$ cat src/rtl/output_capture_pkg.sv
// Shared definitions for the CPU output capture block: default sizes and
// the channel encodings used on out_select / rd_sel.
package output_capture_pkg;
  localparam int WIDTH_DEF = 12;
  localparam int DEPTH_DEF = 16;
  localparam logic CH_OUT1 = 1'b0;
  localparam logic CH_OUT2 = 1'b1;
endpackage

$ cat src/rtl/output_capture_fifo.sv
// Single-clock FIFO for one output channel. The read word is registered, and
// the storage array has no reset so it can map onto distributed RAM.
module out_fifo #(
  parameter int DEPTH = 16,
  parameter int WIDTH = 12
) (
  input  logic                     clk,
  input  logic                     reset,
  input  logic                     clr,
  input  logic                     push,
  input  logic                     pop,
  input  logic [WIDTH-1:0]         din,
  output logic [WIDTH-1:0]         dout,
  output logic [$clog2(DEPTH):0]   count,
  output logic                     full,
  output logic                     empty
);
  localparam int AW = $clog2(DEPTH);

  logic [WIDTH-1:0] mem [DEPTH];
  logic [AW-1:0]    wr_ptr;
  logic [AW-1:0]    rd_ptr;
  logic             do_push;
  logic             do_pop;

  assign full    = (count == (AW+1)'(DEPTH));
  assign empty   = (count == '0);
  assign do_pop  = pop & ~clr & ~empty;
  // A push into a full FIFO is only legal when a pop frees the slot that cycle.
  assign do_push = push & ~clr & (~full | do_pop);

  always_ff @(posedge clk) begin
    if (do_push) mem[wr_ptr] <= din;
  end

  // Pointers wrap naturally because DEPTH is a power of two.
  always_ff @(posedge clk or negedge reset) begin
    if (!reset) begin
      wr_ptr <= '0;
      rd_ptr <= '0;
      count  <= '0;
      dout   <= '0;
    end else if (clr) begin
      wr_ptr <= '0;
      rd_ptr <= '0;
      count  <= '0;
    end else begin
      if (do_push) wr_ptr <= wr_ptr + 1'b1;
      if (do_pop) begin
        rd_ptr <= rd_ptr + 1'b1;
        dout   <= mem[rd_ptr];
      end
      case ({do_push, do_pop})
        2'b10:   count <= count + 1'b1;
        2'b01:   count <= count - 1'b1;
        default: count <= count;
      endcase
    end
  end
endmodule

$ cat src/rtl/output_capture.sv
// Captures one CPU OUT word per CPU step into one of two channel FIFOs and
// lets a host drain them; tracks sticky overflow and the last word per channel.
module output_capture
  import output_capture_pkg::*;
#(
  parameter int DEPTH = DEPTH_DEF,
  parameter int WIDTH = WIDTH_DEF
) (
  input  logic                   clk,
  input  logic                   reset,
  input  logic [WIDTH-1:0]       out_data,
  input  logic                   out_valid,
  input  logic                   out_select,
  input  logic                   step,
  input  logic                   clr,
  input  logic                   rd_en,
  input  logic                   rd_sel,
  output logic [WIDTH-1:0]       rd_data,
  output logic                   rd_valid,
  output logic [$clog2(DEPTH):0] count1,
  output logic [$clog2(DEPTH):0] count2,
  output logic [1:0]             ovf,
  output logic [WIDTH-1:0]       last1,
  output logic [WIDTH-1:0]       last2
);
  logic             cap;
  logic             cap1, cap2;
  logic             rd1, rd2;
  logic             full1, full2;
  logic             empty1, empty2;
  logic [WIDTH-1:0] dout1, dout2;
  logic             rd_ch;

  // step is a single-clk pulse, so a level out_valid yields one word per step.
  assign cap  = out_valid & step;
  assign cap1 = cap & (out_select == CH_OUT1);
  assign cap2 = cap & (out_select == CH_OUT2);
  assign rd1  = rd_en & (rd_sel == CH_OUT1) & ~empty1;
  assign rd2  = rd_en & (rd_sel == CH_OUT2) & ~empty2;

  out_fifo #(.DEPTH(DEPTH), .WIDTH(WIDTH)) u_fifo1 (
    .clk(clk), .reset(reset), .clr(clr),
    .push(cap1), .pop(rd1), .din(out_data),
    .dout(dout1), .count(count1), .full(full1), .empty(empty1)
  );

  out_fifo #(.DEPTH(DEPTH), .WIDTH(WIDTH)) u_fifo2 (
    .clk(clk), .reset(reset), .clr(clr),
    .push(cap2), .pop(rd2), .din(out_data),
    .dout(dout2), .count(count2), .full(full2), .empty(empty2)
  );

  // Each FIFO holds its own last popped word; rd_ch remembers which one is current.
  assign rd_data = (rd_ch == CH_OUT2) ? dout2 : dout1;

  always_ff @(posedge clk or negedge reset) begin
    if (!reset) begin
      rd_valid <= 1'b0;
      rd_ch    <= CH_OUT1;
      ovf      <= 2'b00;
      last1    <= '0;
      last2    <= '0;
    end else if (clr) begin
      rd_valid <= 1'b0;
      ovf      <= 2'b00;
      last1    <= '0;
      last2    <= '0;
    end else begin
      rd_valid <= rd1 | rd2;
      if (rd1)      rd_ch <= CH_OUT1;
      else if (rd2) rd_ch <= CH_OUT2;
      if (cap1 & full1 & ~rd1) ovf[0] <= 1'b1;
      if (cap2 & full2 & ~rd2) ovf[1] <= 1'b1;
      if (cap1) last1 <= out_data;
      if (cap2) last2 <= out_data;
    end
  end
endmodule

$ cat config.mk
export PLATFORM = sky130hd
export DESIGN_NAME = output_capture
export DESIGN_NICKNAME = d
export VERILOG_FILES = /design/src/rtl/output_capture_pkg.sv /design/src/rtl/output_capture_fifo.sv /design/src/rtl/output_capture.sv
export SDC_FILE = /design/constraint.sdc
export NUM_CORES = 1
export LEC_CHECK = 0
export CELL_PAD_IN_SITES_DETAIL_PLACEMENT = 1
export CELL_PAD_IN_SITES_GLOBAL_PLACEMENT = 2
export CORE_MARGIN = 2
export CORE_UTILIZATION = 45
export DETAILED_ROUTE_END_ITERATION = 8
export PLACE_DENSITY_LB_ADDON = 0.1
export SYNTH_ARGS = -nofsm -noshare
export SYNTH_HDL_FRONTEND = slang
export SYNTH_SLANG_ARGS = --single-unit
$ cat constraint.sdc
create_clock -name clk -period 8.23 [get_ports clk]
set_input_delay 1.646 -clock clk [delete_from_list [all_inputs] [get_ports clk]]
set_output_delay 1.646 -clock clk [all_outputs]
set_load 0.03 [all_outputs]
==> results.sh, run 1 <==
export IMPL_setup_violations=0
export IMPL_cts_tree="built"
export IMPL_path_class="input pin to flip-flop"
export IMPL_clockBufferDepth=3
export IMPL_grt_pass1_vias=9920
export IMPL_cts_htree_levels=2
export IMPL_synthDistinctLibCells=42
export IMPL_ir_drop_mv=0.190
export IMPL_r2r_cells=4
export IMPL_vias=9490
export IMPL_initial_core_util_pct=45.3
export IMPL_finalHoldViolCount=0
export IMPL_dr_pass1_iters=5
export IMPL_cts_root_buf="clkbuf_16"
export IMPL_drv_slew=0
export IMPL_antenna_found_initial=3
export IMPL_p_per_area_mw_per_mm2=270
export IMPL_wl_per_cell_um=27.2
export IMPL_synth_area_per_cell_um2=18.5
export IMPL_coreArea_mm2=0.0406
export IMPL_portBuffers=68
export IMPL_r2r_end="u_fifo2.mem[5][7]"
export IMPL_synth_seq_area_share_pct=73.4
export IMPL_r2r_start="u_fifo2.count[0]"
export IMPL_clk_latency_ps=570
export IMPL_n_antenna_cell=0
export IMPL_drc_errors=0
export IMPL_grt_pass1_wl_um=67400
export IMPL_fp_dieW_um=206
export IMPL_min_from="last1[9]"
export IMPL_cp_endpoint="u_fifo1.mem[9][11]"
export IMPL_worstSetupStartpointType="input pin"
export IMPL_yosys_warnings=0
export IMPL_netlist_area_mm2=0.0184
export IMPL_synth_edf_count=384
export IMPL_post_route_period_util_pct=56.8
export IMPL_ant_nets=0
export IMPL_grt_usage_pct=22.2
export IMPL_hold_worst_slack_ps=523
export IMPL_rsz0062_at_grt="no"
export IMPL_synth_seq_cells=462
export IMPL_synth_flop_cell="edfxtp_1"
export IMPL_min_path_type="flip-flop to flip-flop"
export IMPL_ctsHoldBuffers=0
export IMPL_grt_overflow=0
export IMPL_clk_pin_slew_ps=60
export IMPL_finalCriticalPeriod_ps=4680
export IMPL_drt_wl_total_um=45000
export IMPL_cp_arrival_ps=4850
export IMPL_nFillCells=3691
export IMPL_crit_fanout=17
export IMPL_cts_buffers=49
export IMPL_cts_repair_resized=0
export IMPL_seqCellArea_mm2=0.0135
export IMPL_layout_common_cells="edfxtp_1, mux4_2, dfrtp_1"
export IMPL_gp_congestion=0.768
export IMPL_post_cts_buffers=0
export IMPL_fin_nets=1125
export IMPL_ios=69
export IMPL_startpoint="out_select"
export IMPL_maxCapViolations=0
export IMPL_grt_start_max_net_pins=52
export IMPL_rows=74
export IMPL_fmax_mhz=214
export IMPL_slew_headroom_pct=20.7
export IMPL_dp_hpwl_um=26800
export IMPL_dr_first_iter_drc_count=706
export IMPL_synth_fp_nets=1031
export IMPL_status="completed"
export IMPL_crit_required_ps=8410
export IMPL_p_leak_uw=0.00696
export IMPL_async_reset_ff_share_pct=16.9
export IMPL_endpoint_kind="flip-flop"
export IMPL_fin_tns_setup_ps=0
export IMPL_viasPerCell=5.73
export IMPL_reg2reg_slack_ps=5160
export IMPL_multiInputGateArea_mm2=0.00462
export IMPL_dieArea_mm2=0.0424
export IMPL_synthCells=993
export IMPL_final_common_cell="edfxtp_1"
export IMPL_clock_sinks=462
export IMPL_drive_gt1_share_pct=22.7
export IMPL_fin_skew_ps=15.1
export IMPL_dieHeight_um=206
export IMPL_worst_pin_slew_ps=1180
export IMPL_area_delta_synth_final_pct=15.7
-- stage by stage --
step | setup WS [ps] | total power, uW | std cells | util [%] | cell area (um^2)
CTS | 3550 | 5790 | 1655 | 52.4 | 21300
floorplan | 4110 | 3300 | 993 | - | 18400
global route | 3250 | 5950 | 1655 | 52.4 | 21300
global placement | 3010 | 3660 | 1568 | 48.6 | 19700
detailed placement | 2980 | 3670 | 1568 | 48.6 | 19700
finish | 3550 | 5730 | 1655 | 52.4 | 21300
-- critical path, stage by stage --
cell	delay, ps
clkdlybuf4s50_1	450
nand3b_1	640
a311oi_2	910
nand3b_1	250
nor2_1	940
-- final cells by class --
type,instances,share of cell area (%)
Timing Repair Buffer,94,4.09
Clock buffer,65,6.38
Sequential cell,462,63.5
Tap cell,532,3.13
Inverter,20,0.353
Clock inverter,22,0.848
Multi-Input combinational cell,460,21.7
-- kinds of logic after synthesis --
group	after synthesis	synth area share (%)
buffers and inverters	71	1.61
and+or+nand+nor	162	4.23
DFF	462	73.4
muxes	142	14.6
xor gates and xnor gates	13	0.620
adders and majority gates	18	1.31
AOI/OAI and AO/OA	125	4.23
-- per-layer routing --
| layer | vias to the layer above | GRT usage, % | wire, um |
|---|---|---|---|
| li1 | 4125 | - | - |
| met1 | 5075 | 33.2 | 20900 |
| met2 | 238 | 34.6 | 21300 |
| met3 | 52 | 3.14 | 2060 |
| met4 | 0 | 5.38 | 753 |
| met5 | - | 0 | 0 |
-- where the power goes --
part / internal (uW) / switching, uW / total (uW)
Combinational: 379 / 501 / 881
Sequential: 2630 / 105 / 2730
Clock: 1240 / 877 / 2120
-- registers in the layout (all words and copies together) (netlist names), 5 cells and up --
signal,count
last1,12
last2,12
u_fifo1.count,5
u_fifo1.dout,12
u_fifo1.mem,192
u_fifo2.count,5
u_fifo2.dout,12
u_fifo2.mem,192
-- synthesized netlist by cell type (7+ instances only) --
cell,n,area (um^2)
a21oi_1,53,265
and2_1,16,100
buf_1,8,30.0
buf_2,14,70.1
clkbuf_1,26,97.6
dfrtp_1,78,1950
edfxtp_1,384,11500
ha_1,16,200
inv_1,20,75.1
mux2_2,39,439
mux4_2,96,2160
nand2_1,66,248
nand3_1,7,35.0
nor2_1,37,139
nor3_1,8,40.0
o22ai_1,48,300
xor2_1,10,87.6
-- worst min-delay path by stage --
stage | endpoint | cells past startpoint
floorplan | u_fifo1.wr_ptr[2] | 1
global placement | ovf[0] | 2
detailed placement | ovf[0] | 2
CTS | last1[9] | 2
global route | last1[9] | 2
finish | last1[9] | 2
Power figures use the tool's default switching activity.
==> run 2, diff against run 1 <==
--- a/config.mk
+++ b/config.mk
@@ -8,7 +8,7 @@
 export CELL_PAD_IN_SITES_DETAIL_PLACEMENT = 1
 export CELL_PAD_IN_SITES_GLOBAL_PLACEMENT = 2
 export CORE_MARGIN = 2
-export CORE_UTILIZATION = 45
+export CORE_UTILIZATION = 42
 export DETAILED_ROUTE_END_ITERATION = 8
 export PLACE_DENSITY_LB_ADDON = 0.1
 export SYNTH_ARGS = -nofsm -noshare
==> constraint.sdc (replaced) <==
create_clock -name clk -period 4.03 [get_ports clk]
set_input_delay 0.806 -clock clk [delete_from_list [all_inputs] [get_ports clk]]
set_output_delay 0.806 -clock clk [all_outputs]
set_load 0.03 [all_outputs]
==> run 2 against run 1 <==
Clock-buffer cell count up 6. Die area up 7.0%. Sequential share of layout area down 1.2 points. Sequential power up 110%. Clock skew up 13 ps. Cell area up 1.9%. Register-to-register slack worse by 3900 ps. Largest power group unchanged. Total power up 100%. Final cell count up 5.7%. Via count up 0.99%.
==> results.sh, run 2 (same netlist as run 1, synthesis figures left out) <==
export IMPL_status="completed"
export IMPL_cts_repair_resized=0
export IMPL_endpoint_kind="output pin"
export IMPL_grt_overflow=0
export IMPL_dieHeight_um=213
export IMPL_post_cts_buffers=0
export IMPL_nFillCells=3942
export IMPL_dr_first_iter_drc_count=710
export IMPL_grt_pass1_vias=10400
export IMPL_startpoint="rd_ch"
export IMPL_coreArea_mm2=0.0431
export IMPL_drt_wl_total_um=45300
export IMPL_min_path_type="input pin to asynchronous set/reset pin"
export IMPL_fin_tns_setup_ps=0
export IMPL_power_uw=11700
export IMPL_post_route_period_util_pct=76.8
export IMPL_gp_congestion=0.710
export IMPL_grt_usage_pct=20.8
export IMPL_cpPeakStageDelay_ps=660
export IMPL_area_delta_synth_final_pct=18.0
export IMPL_clk_latency_ps=590
export IMPL_clockBufferDepth=3
export IMPL_portBuffers=68
export IMPL_drive_gt1_share_pct=25.2
export IMPL_fmax_mhz=323
export IMPL_wl_per_cell_um=25.9
export IMPL_final_common_cell="edfxtp_1"
export IMPL_ios=69
export IMPL_cts_root_buf="clkbuf_16"
export IMPL_dr_pass1_iters=5
export IMPL_cts_htree_levels=2
export IMPL_p_leak_uw=0.00716
export IMPL_fp_dieW_um=213
export IMPL_hold_worst_slack_ps=339
export IMPL_reg2reg_slack_ps=1220
export IMPL_drc_errors=0
export IMPL_cp_cell_sequence="mux2_2 > clkdlybuf4s50_1"
export IMPL_r2r_end="u_fifo2.count[4]"
export IMPL_finalCriticalPeriod_ps=3100
export IMPL_cts_buffers=48
export IMPL_crit_fanout=13
export IMPL_rsz0062_at_grt="no"
export IMPL_fin_area_mm2=0.0217
export IMPL_grt_pass1_wl_um=68100
export IMPL_dieArea_mm2=0.0454
export IMPL_biggestRegsByFlops="u_fifo1.mem: 192 flops, u_fifo2.mem: 192 flops"
export IMPL_grt_start_max_net_pins=60
export IMPL_path_class="flip-flop to output pin"
export IMPL_r2r_cells=10
export IMPL_rows=76
export IMPL_antenna_found_initial=1
export IMPL_vias=9584
export IMPL_r2r_start="u_fifo2.count[0]"
export IMPL_cp_arrival_ps=2290
export IMPL_p_per_area_mw_per_mm2=540
export IMPL_cp_endpoint="rd_data[2]"
export IMPL_fin_skew_ps=28.3
export IMPL_drv_slew=0
export IMPL_fin_ws_ps=935
export IMPL_ir_drop_mv=0.381
export IMPL_worst_pin_slew_ps=989
export IMPL_cts_tree="built"
export IMPL_finalHoldViolCount=0
export IMPL_ant_nets=0
export IMPL_viasPerCell=5.48
export IMPL_place_ws_ps=636
export IMPL_dp_hpwl_um=28000
export IMPL_crit_slowest_cell="dfrtp_1"
export IMPL_maxCapViolations=0
export IMPL_setup_violations=0
export IMPL_ctsHoldBuffers=0
export IMPL_layout_common_cells="edfxtp_1, mux4_2, dfrtp_1"
export IMPL_crit_required_ps=3220
export IMPL_worstSetupStartpointType="flip-flop"
export IMPL_clock_sinks=462
export IMPL_place_area_mm2=0.0201
export IMPL_slew_headroom_pct=34.1
export IMPL_initial_core_util_pct=42.6
export IMPL_fin_nets=1166
export IMPL_clk_pin_slew_ps=60
export IMPL_n_antenna_cell=0
run 2: changes by cell type in the layout (fill, tap and decap cells not counted):
| cell | before | now |
|---|---|---|
| dfrtp_4 | 1 | 2 |
| clkinv_2 | 12 | 4 |
| clkbuf_16 | 49 | 50 |
| dfrtp_2 | 3 | 2 |
| clkinvlp_4 | 1 | 2 |
| buf_4 | 27 | 68 |
| buf_12 | 0 | 1 |
| nor3_1 | 5 | 0 |
| clkbuf_8 | 7 | 3 |
| nor3_2 | 3 | 8 |
| clkbuf_1 | 9 | 18 |
| clkinv_8 | 0 | 1 |
run 2: worst min path at each step:
| stage | startpoint | end | depth (start not counted) |
|---|---|---|---|
| after floorplan | reset | last1[0] | 0 |
| after global placement | ovf[1] | ovf[1] | 2 |
| after detailed placement | ovf[1] | ovf[1] | 2 |
| after CTS | reset | last2[4] | 1 |
| after global routing | reset | last1[2] | 1 |
| final | reset | last1[2] | 1 |
run 2: layout make-up:
cell class	instances	area, um^2	area share [%]
sequential	462	13500	62.3
tap	585	732	3.38
clock inverter	16	164	0.757
multi-input combinational	460	4640	21.4
clock buffer	71	1360	6.28
inverter	20	75.1	0.347
timing repair buffer	136	1200	5.52
run 2: critical path, delay by kind of cell (launching register included):
kind	cells	cell delay, ps
buffers and inverters	1	610
DFF	1	660
muxes	1	430
run 2: stage by stage:
stage	util, %	instances
2_1_floorplan	-	993
3_3_place_gp	46.7	1663
3_5_place_dp	46.7	1663
4_1_cts	50.3	1750
5_1_grt	50.3	1750
6_report	50.3	1750
run 2: power breakdown:
part	switching [uW]	total [uW]	internal, uW
registers	276	5640	5360
clock network	1810	4330	2520
logic	945	1730	782
total	3030	11700	8670
run 2: per-layer routing:
layer	global-route usage (%)	part of all wire [%]	vias to the layer above
met3	3.60	4.8	54
met2	32.5	47	215
met1	30.7	47	5103
li1	-	-	4212
met5	0	0	-
met4	4.87	1.9	0
==> run 3, diff against run 2 <==
--- a/config.mk
+++ b/config.mk
@@ -8,7 +8,7 @@
 export CELL_PAD_IN_SITES_DETAIL_PLACEMENT = 1
 export CELL_PAD_IN_SITES_GLOBAL_PLACEMENT = 2
 export CORE_MARGIN = 2
-export CORE_UTILIZATION = 42
+export CORE_UTILIZATION = 45
 export DETAILED_ROUTE_END_ITERATION = 8
 export PLACE_DENSITY_LB_ADDON = 0.1
 export SYNTH_ARGS = -nofsm -noshare
==> constraint.sdc (replaced) <==
create_clock -name clk -period 2.99 [get_ports clk]
set_input_delay 0.598 -clock clk [delete_from_list [all_inputs] [get_ports clk]]
set_output_delay 0.598 -clock clk [all_outputs]
set_load 0.03 [all_outputs]
==> run 3 against run 2 <==
Sequential power is 34% higher. Clock power rose by 44%. Sequential cell count is the same. Clock skew shrank 12 ps. Global-route usage up 0.62 points. Hold slack better by 170 ps. Final cell count decreased by 1.8%. Clock-buffer cell count is 3 higher. Largest power group unchanged. Critical path depth unchanged. Cell area up 2.8%.
==> results.sh, run 3 (same netlist as run 1, synthesis figures left out) <==
export IMPL_clockBufferDepth=3
export IMPL_rows=74
export IMPL_drc_errors=0
export IMPL_ctsHoldBuffers=1
export IMPL_fin_nets=1183
export IMPL_setup_violations=0
export IMPL_crit_fanout=13
export IMPL_grt_overflow=0
export IMPL_viasPerCell=5.62
export IMPL_antenna_found_initial=0
export IMPL_cp_arrival_ps=2260
export IMPL_post_route_period_util_pct=95.8
export IMPL_grt_start_max_net_pins=37
export IMPL_p_leak_uw=0.00741
export IMPL_place_area_mm2=0.0206
export IMPL_slew_headroom_pct=51.0
export IMPL_maxCapViolations=0
export IMPL_dieHeight_um=206
export IMPL_ios=69
export IMPL_p_per_area_mw_per_mm2=729
export IMPL_grt_usage_pct=21.4
export IMPL_finalNonFillerCells=1718
export IMPL_fmax_mhz=349
export IMPL_coreArea_mm2=0.0406
export IMPL_crit_required_ps=2390
export IMPL_dp_hpwl_um=27400
export IMPL_dr_first_iter_drc_count=672
export IMPL_vias=9660
export IMPL_n_antenna_cell=0
export IMPL_nFillCells=3651
export IMPL_fin_skew_ps=16.5
export IMPL_portBuffers=68
export IMPL_biggestRegsByFlops="u_fifo1.mem: 192 flops, u_fifo2.mem: 192 flops"
export IMPL_initial_core_util_pct=45.3
export IMPL_worst_pin_slew_ps=735
export IMPL_drv_slew=0
export IMPL_cts_tree="built"
export IMPL_rsz0062_at_grt="no"
export IMPL_hold_worst_slack_ps=514
export IMPL_grt_pass1_vias=10300
export IMPL_path_class="flip-flop to output pin"
export IMPL_grt_pass1_wl_um=66300
export IMPL_min_path_type="flip-flop to flip-flop"
export IMPL_status="completed"
export IMPL_drt_wl_total_um=44000
export IMPL_dp_cells=1625
export IMPL_drive_gt1_share_pct=26.6
export IMPL_endpoint_kind="output pin"
export IMPL_dieArea_mm2=0.0424
export IMPL_ant_nets=0
export IMPL_area_delta_synth_final_pct=21.3
export IMPL_post_cts_buffers=0
export IMPL_finalHoldViolCount=0
export IMPL_finalCriticalPeriod_ps=2860
export IMPL_fin_area_mm2=0.0223
export IMPL_dr_pass1_iters=5
export IMPL_multiInputGateArea_mm2=0.00463
export IMPL_seqCellArea_mm2=0.0135
export IMPL_fp_dieW_um=206
export IMPL_final_common_cell="edfxtp_1"
export IMPL_gp_congestion=0.782
export IMPL_cts_htree_levels=2
export IMPL_cts_buffers=49
export IMPL_clock_sinks=462
export IMPL_cts_root_buf="clkbuf_16"
export IMPL_clk_pin_slew_ps=60
export IMPL_clk_latency_ps=560
export IMPL_layout_common_cells="edfxtp_1, mux4_2, dfrtp_1"
export IMPL_worstSetupStartpointType="flip-flop"
export IMPL_wl_per_cell_um=25.6
export IMPL_fin_ws_ps=127
export IMPL_cts_repair_resized=0
export IMPL_utilization_pct=54.9
export IMPL_ir_drop_mv=0.570
export IMPL_place_ws_ps=-118
## run 3: per-layer routing
layer	share of wire, %	vias to the layer above	global-route usage [%]	routed length [um]
met2	48	232	34.2	20900
met5	0	-	0	0
met1	46	5112	31.6	20300
li1	-	4251	-	-
met4	2.2	0	5.74	968
met3	4.0	65	2.44	1760
## run 3: cell type report
cell class | instances | share of cell area (%)
Multi-Input combinational cell | 460 | 20.8
Timing Repair Buffer | 152 | 7.78
Tap cell | 532 | 2.99
Clock buffer | 74 | 6.39
Inverter | 20 | 0.337
Clock inverter | 18 | 1.13
Sequential cell | 462 | 60.6
## run 3: per-stage QoR
stage,TNS [ps],power [uW]
after CTS,0,16400
after global routing,0,16800
after floorplan,0,9080
after global placement,0,10100
after detailed placement,-5010,10100
final,0,16200
## run 3: power by group
part           switching, uW  internal (uW)  total, uW  leakage, uW
Combinational           1350           1110       2460      0.00215
Clock                   2440           3810       6250     0.000810
Sequential               307           7230       7530      0.00445
Total                   4100          12100      16200      0.00741
## run 3: path summary, 6_finish.rpt
path                               endpoint  slack (ps)  depth (start not counted)             start
setup / recovery                rd_data[10]         130                          2             rd_ch
hold / removal                       ovf[1]         510                          2            ovf[1]
setup reg to reg           u_fifo2.count[4]         480                         10  u_fifo2.count[1]
hold reg to reg                      ovf[1]         510                          2            ovf[1]
max in group asynchronous  u_fifo2.dout[11]        1830                          3             reset
min in group asynchronous          last1[2]         530                          2             reset
## run 3: critical path, stage by stage, from the launching register on
cell and delay (ps):
dfrtp_1 660, mux2_2 440, clkdlybuf4s50_1 610
==> edit 1 (config.mk and constraints of run 2) <==
The package constant `WIDTH_DEF` goes from 12 to 6.
--- a/src/rtl/output_capture_pkg.sv
+++ b/src/rtl/output_capture_pkg.sv
@@ -1,7 +1,7 @@
 // Shared definitions for the CPU output capture block: default sizes and
 // the channel encodings used on out_select / rd_sel.
 package output_capture_pkg;
-  localparam int WIDTH_DEF = 12;
+  localparam int WIDTH_DEF = 6;
   localparam int DEPTH_DEF = 16;
   localparam logic CH_OUT1 = 1'b0;
   localparam logic CH_OUT2 = 1'b1;
Interface: changed (resized last1, last2, out_data and rd_data); port bits go from 69 to 45. No check against the original RTL was run, so the function may have changed too.
==> edit 1 against run 2 <==
Cell area down 44%. Register-to-register slack got worse by 0.08 ns. Critical path depth up 9. Synthesized area down 43%. Worst setup slack worse by 0.052 ns. Worst hold slack worse by 0.065 ns. Wire length down 48%. Sequential cell count down 216. Power is 49% lower.
==> edit 1: results (changes against run 2) <==
### Power and ir drop
• peak ir drop on the vdd network: 296 uV, -22%
• leakage power: 4.14 nW, -42%

### Final layout
• Clock buf/inv share: 7.01%, -0.026 points
• FILL cells: 2,318, -41%
• number of nets in the layout: 718, -38%
• proportion of cell area occupied by multi-input gates: 25.5%, +4.1 points
• multi-input gates: 325, -29%
• NonClk Buf Share: 4.89%, -0.64 points
• clock buffer instance count of the final layout: 35, -51%
• buffer count excluding the clock tree in the final layout: 65, -52%

### Detailed routing
• routed length on met1: 10,500 um, -51%

### Synth
• distinct cell type count after synthesis: 52, +24%
• FFs w/ async S/R, synth: 22.0%, +5.1 points
• biggest area contributors in the synthesized netlist: edfxtp_1, dfrtp_1, mux4_2
• Seq/Total Area, Yosys: 68.2%, -5.2 points

### Worst setup path
• critical register-to-register path startpoint: u_fifo2.count[1]$_DFFE_PN0P_
• arrival time at the worst endpoint: 3.53 ns, +1.24 ns
• slack of the worst reg-to-reg path: 1.14 ns, -0.08 ns
• worst setup path startpoint: clr
• worst setup path endpoint: u_fifo1.count[4]$_DFFE_PN0P_

### Place
• last weighted congestion value of the routability-driven placer: 0.811, +14%
• cell total after placement: 981, -41%
• placed inst area: 11,300 um^2, -44%
• DP Worst Slack: 0.374 ns, -0.263 ns

### Global routing
• via count of the first global-routing pass: 6,124, -41%

### STA
• Post-Route Hold Slack: 0.274 ns, -0.0652 ns
• Relative slew margins: 29.6%, -4.5 points

### Run status
• run status: completed

## edit 1: cell count changes after synthesis, moves of 17 or more
cell,delta
clkbuf_1,-17
o22ai_1,-48
mux4_2,-47
dfrtp_1,-24
mux2i_1,+29
edfxtp_1,-192
a21oi_1,-33
mux2_2,-33
## edit 1: layer usage
layer | track usage [%] | vias to the layer above
li1 | - | 2499
met1 | 25.6 | 2840
met2 | 31.7 | 77
met3 | 2.54 | 39
met4 | 6.05 | 0
met5 | 0 | -
## edit 1: kinds of logic after synthesis
group                      Yosys count  share of synthesized area, %
AOI/OAI and AO/OA                   52                          3.78
xor gates and xnor gates            18                          1.51
adders and majority gates           18                          2.30
buffers and inverters               48                          2.11
DFF                                246                          68.2
muxes                               89                          14.9
and+or+nand+nor                    148                          7.17
==> edit 2 (settings of run 2) <==
Made on the original files. Compare `count` against `(AW+1)'(DEPTH)` with >= in place of ==.
--- a/src/rtl/output_capture_fifo.sv
+++ b/src/rtl/output_capture_fifo.sv
@@ -23,7 +23,7 @@
   logic             do_push;
   logic             do_pop;
 
-  assign full    = (count == (AW+1)'(DEPTH));
+  assign full    = (count >= (AW+1)'(DEPTH));
   assign empty   = (count == '0);
   assign do_pop  = pop & ~clr & ~empty;
   // A push into a full FIFO is only legal when a pop frees the slot that cycle.
Formal check against the unedited RTL: same outputs for any inputs over 4 cycles, from zero or initial values and one cycle with reset low; that may be too few to reach the edited logic, so the function may still have changed.
==> edit 2 against run 2 <==
Synthesized area grew 0.60%. Power grew 1.2%. Worst setup slack lost 0.11 ns. Non-clock buffer count shrank 22. Cell area shrank 0.32%. Sequential cell count is the same. Wire length grew 2.2%. Synthesized cell count grew 0.10%. Largest power group unchanged. Highest routed layer unchanged.
==> edit 2: results (changes against run 2) <==
### Detailed routing
• number of violations reported at the end of detailed-routing iteration 0: 568, -20%
• via density per instance: 5.47, about the same
• first drt pass iteration count: 5, unchanged
• wirelength, routed: 46,300 um, +2.2%
• DR WL/cell: 26.7 um, +3.3%

### Worst setup path
• slack of the worst reg-to-reg path: 1.47 ns, +0.25 ns
• Max FO, Critical Path: 13, unchanged
• worst setup path startpoint: rd_ch$_DFFE_PN0P_
• critical register-to-register path startpoint: u_fifo1.count[4]$_DFFE_PN0P_
• arrival time at the worst endpoint: 2.40 ns, +0.11 ns

### Global routing
• met2 Resource Use GR: 33.7%, +1.2 points
• first-pass GRT wire length: 68,800 um, +1.1%
• total routing usage reported by global routing: 21.2%, +0.37 points
• via count of the first global-routing pass: 10,268, -1.1%
• Global Route met3 Usage: 4.91%, +1.3 points
• number of antenna violations at the first check in global routing: 0, -1
• largest net degree at the start of global routing: 52, -13%
• Global Route met1 Usage: 30.0%, -0.69 points

### Run status
• run status: completed

### Synth
• biggest area contributors in the synthesized netlist: edfxtp_1, mux4_2, dfrtp_1
• Post-synth top cells: edfxtp_1, mux4_2, dfrtp_1, nand2_1, a21oi_1
• Avg Cell Area, Syn: 18.6 um^2, +0.50%
• number of synthesized flops with an enable pin: 384, unchanged
• total nets after synthesis: 1,032, +0.097%
• count of yosys warnings during synthesis: 0, unchanged
• FFs w/ async S/R, synth: 16.9%, unchanged
• Seq/Total Area, Yosys: 73.0%, -0.44 points
• distinct cell type count after synthesis: 53, +26%

### Worst hold path
• Hold/Removal Path Class: in -> async

### Final layout
• biggest regs: u_fifo1.mem (192), u_fifo2.mem (192)
• number of antenna repair diodes: 0, unchanged
• layout cell share with drive strength beyond 1: 23.2%, -2.0 points
• number of nets in the layout: 1,145, -1.8%

### STA
• total negative setup slack: 0 ns, unchanged
• setup skew after layout: 0.0186 ns, -0.00978 ns
• Relative slew margins: 29.9%, -4.1 points
• Post-Route Hold Slack: 0.269 ns, -0.0703 ns

### Place
• cell total after placement: 1,641, -1.3%
• port bufs: 68, unchanged
• last weighted congestion value of the routability-driven placer: 0.746, +5.0%
• Post-DP HPWL: 28,300 um, +1.3%

### Clock tree
• Bufs on Longest Clock Path: 3, unchanged
• H-tree Lvls: 2, unchanged
• # Post-CTS Setup Buffers: 0, unchanged
• cts bufs inserted: 49, +2.1%
• CTS Root Cell: clkbuf_16
• clock transition at the registers of the reported paths: 0.06 ns, about the same
• worst-skew pair later-pin latency: 0.59 ns, about the same
• Resized cells post-CTS: 0, unchanged

### Power and ir drop
• leakage power: 7.13 nW, -0.50%
• peak ir drop on the vdd network: 421 uV, +11%

edit 2: cells by family (layout without fill, tap and decap cells):
family                     after synthesis  after routing  synth area share [%]
AOI/OAI and AO/OA                      128            128                  4.40
xor gates and xnor gates                12             12                 0.569
adders and majority gates               18             18                  1.30
buffers and inverters                   74            227                  1.77
DFF                                    462            462                  73.0
muxes                                  145            145                  14.7
and+or+nand+nor                        155            155                  4.32
edit 2: final cells by class:
type                    instances  area, um^2
clock buffers                  62        1320
clock inverters                29         269
fillers                      4006       21700
inverters                      22        82.6
multi-input cells             458        4670
flip-flops and latches        462       13500
well taps                     585         732
repair buffers                114        1030
edit 2: worst max-delay path: stages, from the launching register on:
cell and delay, ns:
dfrtp_1 0.72, mux2_2 0.41, clkdlybuf4s50_1 0.69
edit 2: final timing paths:
path                                                      to  cells after the start
worst max-delay path                             rd_data[11]                      2
max in group asynchronous       u_fifo2.count[0]$_DFFE_PN0P_                      2
worst max register to register  u_fifo1.count[4]$_DFFE_PN0P_                      9
worst min register to register          last1[0]$_DFFE_PN0P_                      2
min in group clk                        last1[0]$_DFFE_PN0P_                      2
worst min-delay path                   last1[11]$_DFFE_PN0P_                      1
edit 2: where the power goes:
part	switching, mW	internal, mW
clock network	1.85	2.63
registers	0.285	5.36
logic	0.939	0.776
total	3.07	8.77
edit 2: per-layer routing:
layer	routed length (um)	up-vias
met4	759	0
met1	21000	5018
met2	21900	230
li1	-	4180
met5	0	-
met3	2630	48
edit 2: stage by stage:
stage	instance area [um^2]	worst slack (ns)
floorplan	18500	1.14
global placement	20000	0.708
detailed placement	20000	0.603
CTS	21600	0.768
global route	21600	0.700
finish	21600	0.827
